==> config.mk <==
export PLATFORM = sky130hd
export DESIGN_NAME = hc_sync_down_counter
export DESIGN_NICKNAME = d
export VERILOG_FILES = /design/src/rtl/hc_sync_down_counter.sv
export SDC_FILE = /design/constraint.sdc
export NUM_CORES = 1
export LEC_CHECK = 0
export ABC_AREA = 1
export CAP_MARGIN = 20
export CORE_AREA = 2 2 39 41
export DETAILED_ROUTE_END_ITERATION = 7
export DIE_AREA = 0 0 41 43
export PLACE_DENSITY = 0.57
export SYNTH_ARGS = -nofsm -noshare
export SYNTH_HDL_FRONTEND = slang
export SYNTH_SLANG_ARGS = --single-unit
==> constraint.sdc <==
create_clock -name CP -period 1.3 [get_ports CP]
set_input_delay 0.195 -clock CP [delete_from_list [all_inputs] [get_ports CP]]
set_output_delay 0.195 -clock CP [all_outputs]
set_load 0.05 [all_outputs]
==> src/rtl/hc_sync_down_counter.sv <==
// Presettable synchronous binary down-counter with CEP/CET enables and cascadable TC.
// Optional auto-reload on underflow when HC_DOWN_AUTO_RELOAD_EN is defined.
module hc_sync_down_counter #(
    parameter int WIDTH = 4
) (
    input  logic             CP,
    input  logic             MR,
    input  logic             CEP,
    input  logic             CET,
    input  logic             PE,
    input  logic [WIDTH-1:0] D,
    output logic [WIDTH-1:0] Q,
    output logic             TC,
    output logic             UF
);

    localparam logic [WIDTH-1:0] ONE = {{(WIDTH-1){1'b0}}, 1'b1};

    logic [WIDTH-1:0] q_nxt;
    logic [WIDTH-1:0] wrap;
    logic             uf_nxt;
    logic             cnt;
    logic             q_zero;

    assign cnt    = CEP & CET;
    assign q_zero = (Q == '0);

`ifdef HC_DOWN_AUTO_RELOAD_EN
    logic [WIDTH-1:0] r;

    always_ff @(posedge CP or negedge MR) begin
        if (!MR) begin
            r <= '0;
        end else if (!PE) begin
            r <= D;
        end
    end

    assign wrap = r;
`else
    assign wrap = '1;
`endif

    // Load has priority over counting; UF only marks a counted wrap.
    always_comb begin
        q_nxt  = Q;
        uf_nxt = 1'b0;
        unique case (1'b1)
            !PE: begin
                q_nxt = D;
            end
            PE && cnt: begin
                if (q_zero) begin
                    q_nxt  = wrap;
                    uf_nxt = 1'b1;
                end else begin
                    q_nxt = Q - ONE;
                end
            end
            default: begin
            end
        endcase
    end

    always_ff @(posedge CP or negedge MR) begin
        if (!MR) begin
            Q  <= '0;
            UF <= 1'b0;
        end else begin
            Q  <= q_nxt;
            UF <= uf_nxt;
        end
    end

    assign TC = CET & q_zero;

endmodule

==> results of run 1 <==
-- what timing repair did --
item,CTS,global route
pin swaps,3,0
gates resized for setup,2,0
endpoints found under the setup margin,1,1
buffers inserted,4,0
-- cells by family (layout without fill, tap and decap cells) --
kind of cell	count (synthesis)	after routing	share of synthesized area [%]
and+or+nand+nor	22	22	30.2
buffers and inverters	10	34	12.1
AOI/OAI and AO/OA	6	6	13.3
DFF	5	5	40.3
adders and majority gates	1	1	4.03
-- flip-flops by register name (all words and copies together) (netlist names) --
signal	flops
UF	1
Q	4
-- metal layers --
metal	global-route usage, %	part of all wire [%]	up-vias
met3	6.28	5.2	0
met1	14.7	44	155
met5	0	0	-
li1	-	-	187
met2	18.4	50	11
met4	4.00	0	0
-- stage by stage --
step / instances / setup WS, ns / hold WS, ns / area (um2)
2_1_floorplan: 44 / -0.0375 / -0.101 / 345
3_5_place_dp: 76 / -0.0246 / 0.428 / 581
5_1_grt: 84 / -0.0921 / 0.179 / 644
3_3_place_gp: 76 / -0.0300 / 0.434 / 581
4_1_cts: 84 / -0.0556 / 0.169 / 644
6_report: 84 / -0.0420 / 0.168 / 644
-- path summary, 6_finish.rpt --
kind | end | slack (ns)
setup / recovery | TC | -0.04
hold / removal | UF | 0.17
setup reg to reg | Q[2] | 0.10
hold reg to reg | UF | 0.68
max in group asynchronous | Q[2] | 0.93
min in group CP | Q[2] | 0.55
-- layout make-up --
| cell class | instances | area [um2] |
|---|---|---|
| Sequential cell | 5 | 130 |
| Inverter | 10 | 40.0 |
| Multi-Input combinational cell | 29 | 183 |
| Timing Repair Buffer | 20 | 245 |
| Tap cell | 16 | 20.0 |
| Fill cell | 137 | 739 |
| Clock buffer | 4 | 26.3 |
-- power by group through the flow --
stage / sequential, W / clock, W / combinational (W)
3_3_place_gp: 0.000195 / 0 / 0.000267
3_5_place_dp: 0.000195 / 0 / 0.000269
4_1_cts: 0.000193 / 0.000183 / 0.000294
2_1_floorplan: 0.000244 / 0 / 0.0000844
6_report: 0.000193 / 0.000174 / 0.000293
5_1_grt: 0.000196 / 0.000197 / 0.000316
-- cell usage in the layout, fill, tap and decap left out, types with 2 or more instances in the layout --
| cell | n |
|---|---|
| nand3_1 | 4 |
| clkdlybuf4s50_1 | 8 |
| nor2_4 | 2 |
| o21ai_0 | 2 |
| o211ai_1 | 3 |
| buf_12 | 6 |
| nor2_1 | 4 |
| inv_1 | 8 |
| nand2_1 | 10 |
| buf_4 | 6 |
| dfrtp_2 | 4 |
| clkbuf_4 | 3 |
==> results.md, run 1 <==
* Outcome: complete, but fails checks
* Failing checks: setup timing
* Kind of end point of the critical path: primary output
* Max Slew Vio Count at 0
* Die ar. at around 1800 um2
* Pre-Repair DR Iteration Count at 2
* Clock-pin slew on the worst setup and hold paths at 0.04 ns
* Area Overhead vs Synth at 108%
* Psw at 0.000224 W
* Initial antenna violation count at 0
* Peak supply drop at 0.797 mV
* Critical path, cell by cell: inv_4 > ha_4 > nand2_4 > nor2_4 > buf_12
* Worst hold path class: primary input to async pin
* Antenna diode count at 0
* Drt wl/cell at around 9.3 um
* Crit. path cell count at 5
* Fmax at 745 MHz
* Root Driver: clkbuf_4
* Largest net degree at the start of global routing at 7
* Flops & latches, synth at 5
* Power Total at 0.000660 W
* Critical path data arrival time at 1.15 ns
* Setup Crit Path Kind: flop to primary output
* Worst r2r src: Q[0]
* Syn Nets at 54
* Cell leakage power at ~0.31 nW
* Gr usage total at 12.3%
* Int Pwr at 0.000436 W
* Count leader, synth: nand2_1
* Delay-heaviest family, CP: flip-flops
* CP startpoint: Q[0]
* List of most frequent post-synthesis cells: 11 x nand2_1, 10 x inv_1, 6 x nor2_1, 5 x dfrtp_1, 4 x nand3_1
* Synth warnings at 0
* Clock sink total at 5
* Ranking of synthesized cells by area: dfrtp_1 40%, nand2_1 13%, inv_1 12%, nor2_1 7.3%, o211ai_1 7.3%
* R2R depth at 7
* Sw frac at between 30% and 40%
* Startpoint type of the worst setup path: flop
* # Max-Cap Violations at 0
* RSZ-0062 raised after global routing: yes
* Remaining Overflow, GRT at 0
* Initial Util at between 20% and 30%
* Setup skew after layout at 0.00473 ns
* Detailed Route Iter0 Violations at 3
* Io pins at 15
* Hold Buf Count CTS at 0
* Routability cong. at about 0.76
* Post-synth top area share at 40.3%
* Vias/cell at 4.20
* Final setup fails at 1
* Input/output buffers at 14
* Final Util at between 40 and 50%
* Main synth FF type: dfrtp_1
* CTS Buf Count at 3
* Setup TNS Final at -0.0420 ns
* Worst setup margin at -0.0420 ns
* Critical Path Max Stage Delay at around 0.41 ns
* Worst path bufs/invs at 2
* Crit path max fanout at 2
* EDFF count, synth at 0
* Async S/R FF share, synth at 100%
* Clock Latency Late Sink at 0.24 ns
* Layout cell share with drive strength beyond 1 at 39.7%
* Fin nets at 79
* Sequential area share after synthesis at 40.3%
* Cells after Synth at 44
* Combinational Power Share at 44.4%
* Period utilization at 103%
* Die boundary width at 41 um
* Relative slew slack at 85.8%
* DRC Markers at 0
* Hold Vio Cnt, Final at 0
* Die Ht at 43 um
* Clk pwr share at 26.3%
* Total Routed Length at 782 um
* Hpwl dp at about 640 um
* Reg power frac at 29.3%
* Final ANT Viol Nets at 0
* Slowest CP cell: dfrtp_2
* Rows at 14
* Area leader, netlist: dfrtp_1
* Slew @ Worst Pin at 0.212 ns
* Syn Area/Cell at roughly 7 um2
* First-pass GRT wire length at around 1.4 mm
* Worst path required time at approximately 1.1 ns
* Netlist cell types at 10
* Netlist Area Pre-Place at between 300 and 400 um2
* Max clock buf depth at 2
* PD cells at 1020 nW/um2
* Via count at 353
* Vias in the first global route at 378
* Core Area at 1380 um2
* Min cycle time layout at 1.34 ns
* H-tree depth at 1
* CTS tree: yes
No activity file was read; power rests on OpenSTA's default activity.
==> run 2: changes to the inputs <==
==> constraint.sdc (replaced) <==
create_clock -name CP -period 1.3 [get_ports CP]
set_input_delay 0.13 -clock CP [delete_from_list [all_inputs] [get_ports CP]]
set_output_delay 0.13 -clock CP [all_outputs]
set_load 0.05 [all_outputs]
==> run 2 against run 1 <==
The flow still finishes with violations (setup timing). Hold slack worse by 0.064 ns. Via count rose by 1.1%. Final area is 3.9% higher. Core utilization up 1.8 points. Largest power group unchanged.
==> results.md, run 2 (synthesis gave the netlist of run 1 again) <==
* Root Driver: clkbuf_4
* Vias in the first global route at 351
* Antenna diode count at 0
* Outcome: complete, but fails checks
* Vias/cell at 4.10
* Via count at 357
* Peak supply drop at 0.886 mV
* R2R Path End: Q[2]
* Clock Latency Late Sink at 0.24 ns
* Gr usage total at 12.4%
* Max reg flops at 4
* H-tree depth at 1
* Hold Buf Count CTS at 0
* Clock-pin slew on the worst setup and hold paths at 0.04 ns
* Layout cell share with drive strength beyond 1 at 43.7%
* Max clock buf depth at 2
* CTS tree: yes
* Slowest CP cell: dfrtp_2
* Non-filler cells, final at 87
* Crit path max fanout at 2
* Critical Path Max Stage Delay at 0.42 ns
* Die boundary width at 41 um
* Commonest non-fill, non-tap cell in the layout: nand2_1
* Pre-CTS setup slack at 0.0280 ns
* First-pass GRT wire length at approximately 1.4 mm
* Worst path required time at 1.17 ns
* Worst setup margin at -0.00602 ns
* PD cells at 1020 nW/um2
* R2R depth at 8
* Total Routed Length at around 850 um
* Io pins at 15
* Pre-Repair DR Iteration Count at 4
* Worst r2r src: Q[0]
* Largest net degree at the start of global routing at 7
* Period utilization at 100%
* Final setup fails at 1
* Fmax at 766 MHz
* Initial Util at 22.4%
* Setup Crit Path Kind: flop to primary output
* WHS at between 0.1 and 0.15 ns
* CTS Buf Count at 3
* Detailed Route Iter0 Violations at 2
* Post-Place Cells at 75
* Critical path data arrival time at 1.18 ns
* Startpoint type of the worst setup path: flop
* Drt wl/cell at 9.77 um
* Critical path, cell by cell: inv_4 > ha_4 > nand2_4 > nor2_4 > buf_12
* Input/output buffers at 14
* Register-to-register setup slack at 0.04 ns
* Final ANT Viol Nets at 0
* Area Overhead vs Synth at 116%
* Rows at 14
* # Max-Cap Violations at 0
* Initial antenna violation count at 0
* Worst hold path class: primary input to async pin
* Remaining Overflow, GRT at 0
* Slew @ Worst Pin at 0.228 ns
* Core Area at approximately 1400 um2
* Die Ht at 43 um
* Cell leakage power at roughly 0.32 nW
* Clock sink total at 5
* Max Slew Vio Count at 0
* Kind of end point of the critical path: primary output
* Failing checks: setup timing
* Most frequent cells in the layout: 10 x nand2_1, 9 x buf_4, 8 x inv_1, 8 x clkdlybuf4s50_1, 6 x buf_12
* Hold Vio Cnt, Final at 0
* Die ar. at about 1800 um2
* DRC Markers at 0
* Routability cong. at 0.794
* Fin nets at 82
* Setup TNS Final at -0.00602 ns
* Relative slew slack at 84.8%
* Biggest regs: Q: 4 flops, UF: 1 flops
* Reg with most FFs: Q
* Hpwl dp at 594 um
* Min cycle time layout at 1.31 ns
* Setup skew after layout at 0.00262 ns
* RSZ-0062 raised after global routing: yes
==> run 2: cell types whose count changed in the layout (fill, tap and decap cells not counted), sizes merged <==
cell / before / now
buf: 12 / 15
==> run 2: area by class of cell <==
cell class,instances,area (um2)
timing repair buffer,23,268
multi-input combinational,29,185
sequential,5,130
fill,137,714
clock buffer,4,26.3
tap,16,20.0
inverter,10,40.0
==> run 2: where the power goes <==
| group | total [W] | internal (W) | switching [W] |
|---|---|---|---|
| registers | 0.000194 | 0.000174 | 0.0000201 |
| logic | 0.000311 | 0.000160 | 0.000151 |
| clock network | 0.000177 | 0.000116 | 0.0000614 |
==> run 2: how the worst max path moves through the flow <==
stage,startpoint,to,cells past startpoint
2_1_floorplan,Q[0],TC,4
3_3_place_gp,PE,Q[3],6
3_5_place_dp,PE,Q[3],6
4_1_cts,Q[0],TC,5
5_1_grt,Q[0],TC,5
6_report,Q[0],TC,5
==> run 2: per-stage QoR <==
| stage | utilization, % | cell area (um2) | total power, W |
|---|---|---|---|
| floorplan | - | 338 | 0.000321 |
| global placement | 40.9 | 566 | 0.000449 |
| detailed placement | 40.9 | 566 | 0.000450 |
| CTS | 45.5 | 629 | 0.000664 |
| global route | 48.4 | 669 | 0.000733 |
| finish | 48.4 | 669 | 0.000682 |
==> run 2: worst max-delay path, delay by kind of cell, from the launching register on <==
family	cells	cell delay [ns]
buf+inv	2	0.21
flops	1	0.42
fa+ha+maj	1	0.14
simple gates	2	0.17
==> run 2: what timing repair did <==
item                                    4_1_cts  5_1_grt
endpoints found under the hold margin         0        0
pin swaps                                     2        4
resized for setup                             5        2
gates cloned                                  0        0
endpoints found under the setup margin        1        1
setup buffers                                 3        5
==> run 2: routing by layer <==
metal,track usage (%),share of wire [%]
met1,14.9,42
met2,16.6,51
met3,7.85,7.1
met4,6.00,0
met5,0,0
==> run 3: changes to the inputs <==
- CELL_PAD_IN_SITES_DETAIL_PLACEMENT: default -> 1
- CELL_PAD_IN_SITES_GLOBAL_PLACEMENT: default -> 1
- PLACE_DENSITY: 0.57 -> 0.76
==> run 3 against run 2 <==
The run still ends with setup timing left. Non-clock buffer count shrank 2. Cell count shrank 2.3%. Critical path depth unchanged. Setup slack better by 0.0022 ns. Power barely moved. Wire length grew 17%. Sequential cell count stayed put. Hold slack worse by 0.0037 ns. Clock skew is 0.0012 ns lower. Via count is 3.6% higher. Core utilization shrank 1.4 points. Largest power group unchanged. Highest routed layer is now met4.
==> results.md, run 3 (synthesis gave the netlist of run 1 again) <==
* Core Area at 1380 um2
* PD cells at 1050 nW/um2
* # Max-Cap Violations at 0
* Startpoint type of the worst setup path: flop
* Post-route cell area at between 600 and 700 um2
* Non-filler cells, final at 85
* Most frequent cells in the layout: 10 x nand2_1, 8 x inv_1, 8 x clkdlybuf4s50_1
* Biggest regs: Q: 4 flops, UF: 1 flops
* Crit. path cell count at 5
* Register-to-register setup slack at between 0.1 and 0.15 ns
* Outcome: complete, but fails checks
* Via count at 370
* Reg with most FFs: Q
* Slowest CP cell: dfrtp_2
* H-tree depth at 1
* Critical Path Max Stage Delay at between 0.4 and 0.5 ns
* Rows at 14
* Remaining Overflow, GRT at 0
* R2R depth at 7
* Worst path bufs/invs at 2
* Initial antenna violation count at 0
* Commonest non-fill, non-tap cell in the layout: nand2_1
* Drt wl/cell at 11.7 um
* RSZ-0062 raised after global routing: yes
* Placed instance area at between 500 and 600 um2
* Worst setup margin at -0.00384 ns
* Root Driver: clkbuf_4
* Fill cells at approximately 160
* Gr usage total at 14.7%
* Vias in the first global route at 389
* Critical path data arrival time at roughly 1.2 ns
* Fmax at 767 MHz
* Total Routed Length at 991 um
* Delay-heaviest family, CP: flip-flops
* Max clock buf depth at 2
* Die ar. at about 1800 um2
* Critical path, cell by cell: inv_2 > ha_4 > nand2_4 > nor2_4 > buf_12
* Int Pwr at 0.000436 W
* Failing checks: setup timing
* Psw at 0.000246 W
* Slew @ Worst Pin at 0.228 ns
* DRC Markers at 0
* CTS Buf Count at 3
* Worst path required time at 1.17 ns
* Sw frac at 36.0%
* Input/output buffers at 14
* Final setup fails at 1
* Crit path max fanout at 2
* R2R Path End: Q[2]
* Clock Latency Late Sink at 0.25 ns
* Die boundary width at 41 um
* Pre-CTS setup slack at 0.0271 ns
* Clock-pin slew on the worst setup and hold paths at 0.05 ns
* Largest net degree at the start of global routing at 7
* Worst r2r src: Q[0]
* Min cycle time layout at 1.30 ns
* Max reg flops at 4
* CTS tree: yes
* Relative slew slack at 84.8%
* Clk pwr share at 27.2%
* Fin nets at 80
* Io pins at 15
* Peak supply drop at 0.366 mV
* Initial Util at 22.4%
* Final ANT Viol Nets at 0
* Detailed Route Iter0 Violations at 2
* Pre-Repair DR Iteration Count at 3
* Hpwl dp at 794 um
* First-pass GRT wire length at 1.67 mm
* Period utilization at 100%
* Area Overhead vs Synth at 110%
* Routability cong. at 0.811
* Vias/cell at 4.35
* Antenna diode count at 0
* Post-Place Cells at just under 80
* Kind of end point of the critical path: primary output
* Worst hold path class: primary input to async pin
* Die Ht at 43 um
* CP startpoint: Q[0]
* Max Slew Vio Count at 0
* Layout cell share with drive strength beyond 1 at 42.0%
* Setup skew after layout at 0.00147 ns
* Critical path endpoint: TC
* Setup Crit Path Kind: flop to primary output
* Reg power frac at between 20% and 30%
* Clock sink total at 5
* Combinational Power Share at 45.1%
* Cell leakage power at 0.313 nW
* Hold Vio Cnt, Final at 0
run 3: power by group through the flow:
stage               Clock (W)  Combinational, W  Sequential, W
finish               0.000185          0.000308       0.000189
global route         0.000202          0.000330       0.000190
CTS                  0.000190          0.000308       0.000189
detailed placement          0          0.000274       0.000193
global placement            0          0.000270       0.000193
floorplan                   0         0.0000788       0.000243
run 3: what timing repair did:
action,CTS,global route
hold buffers,0,0
resized for setup,4,1
pin swaps,3,0
setup buffers,4,0
endpoints found under the hold margin,0,0
setup endpoints to repair,1,2
run 3: routing by layer:
metal	up-vias	global-route usage, %	wire length (um)
li1	188	-	-
met1	165	17.5	403
met2	13	22.2	497
met3	4	3.14	60
met4	0	10.0	30
met5	-	0	0
run 3: through the flow:
stage / hold WS (ns) / utilization, % / power, W / TNS (ns)
after floorplan: -0.166 / - / 0.000321 / 0
after global placement: 0.364 / 42.0 / 0.000463 / 0
after CTS: 0.102 / 47.0 / 0.000687 / -0.00719
after global routing: 0.107 / 47.0 / 0.000723 / -0.0613
after detailed placement: 0.366 / 42.0 / 0.000468 / 0
final: 0.101 / 47.0 / 0.000682 / -0.00384
run 3: how the worst min path moves through the flow:
| stage | to | startpoint | depth (start not counted) | slack [ns] |
|---|---|---|---|---|
| final | UF | MR | 1 | 0.10 |
| after global routing | UF | MR | 1 | 0.11 |
| after CTS | UF | MR | 1 | 0.10 |
| after detailed placement | UF | MR | 1 | 0.37 |
| after global placement | UF | MR | 1 | 0.36 |
| after floorplan | Q[0] | MR | 0 | -0.17 |
run 3: cell type report:
cell class	count	area [um2]	share of cell area [%]
repair buffers	21	253	38.8
multi-input cells	29	183	28.1
flip-flops and latches	5	130	20.0
inverters	10	37.5	5.77
clock buffers	3	22.5	3.46
well taps	16	20.0	3.08
clock inverters	1	5.00	0.769
run 3: worst reg2reg max path: cells and delay by family, from the launching register on:
kind | cells | cell delay [ns]
flops | 1 | 0.37
buf+inv | 3 | 0.24
compound gates | 2 | 0.22
fa+ha+maj | 1 | 0.16
simple gates | 1 | 0.03
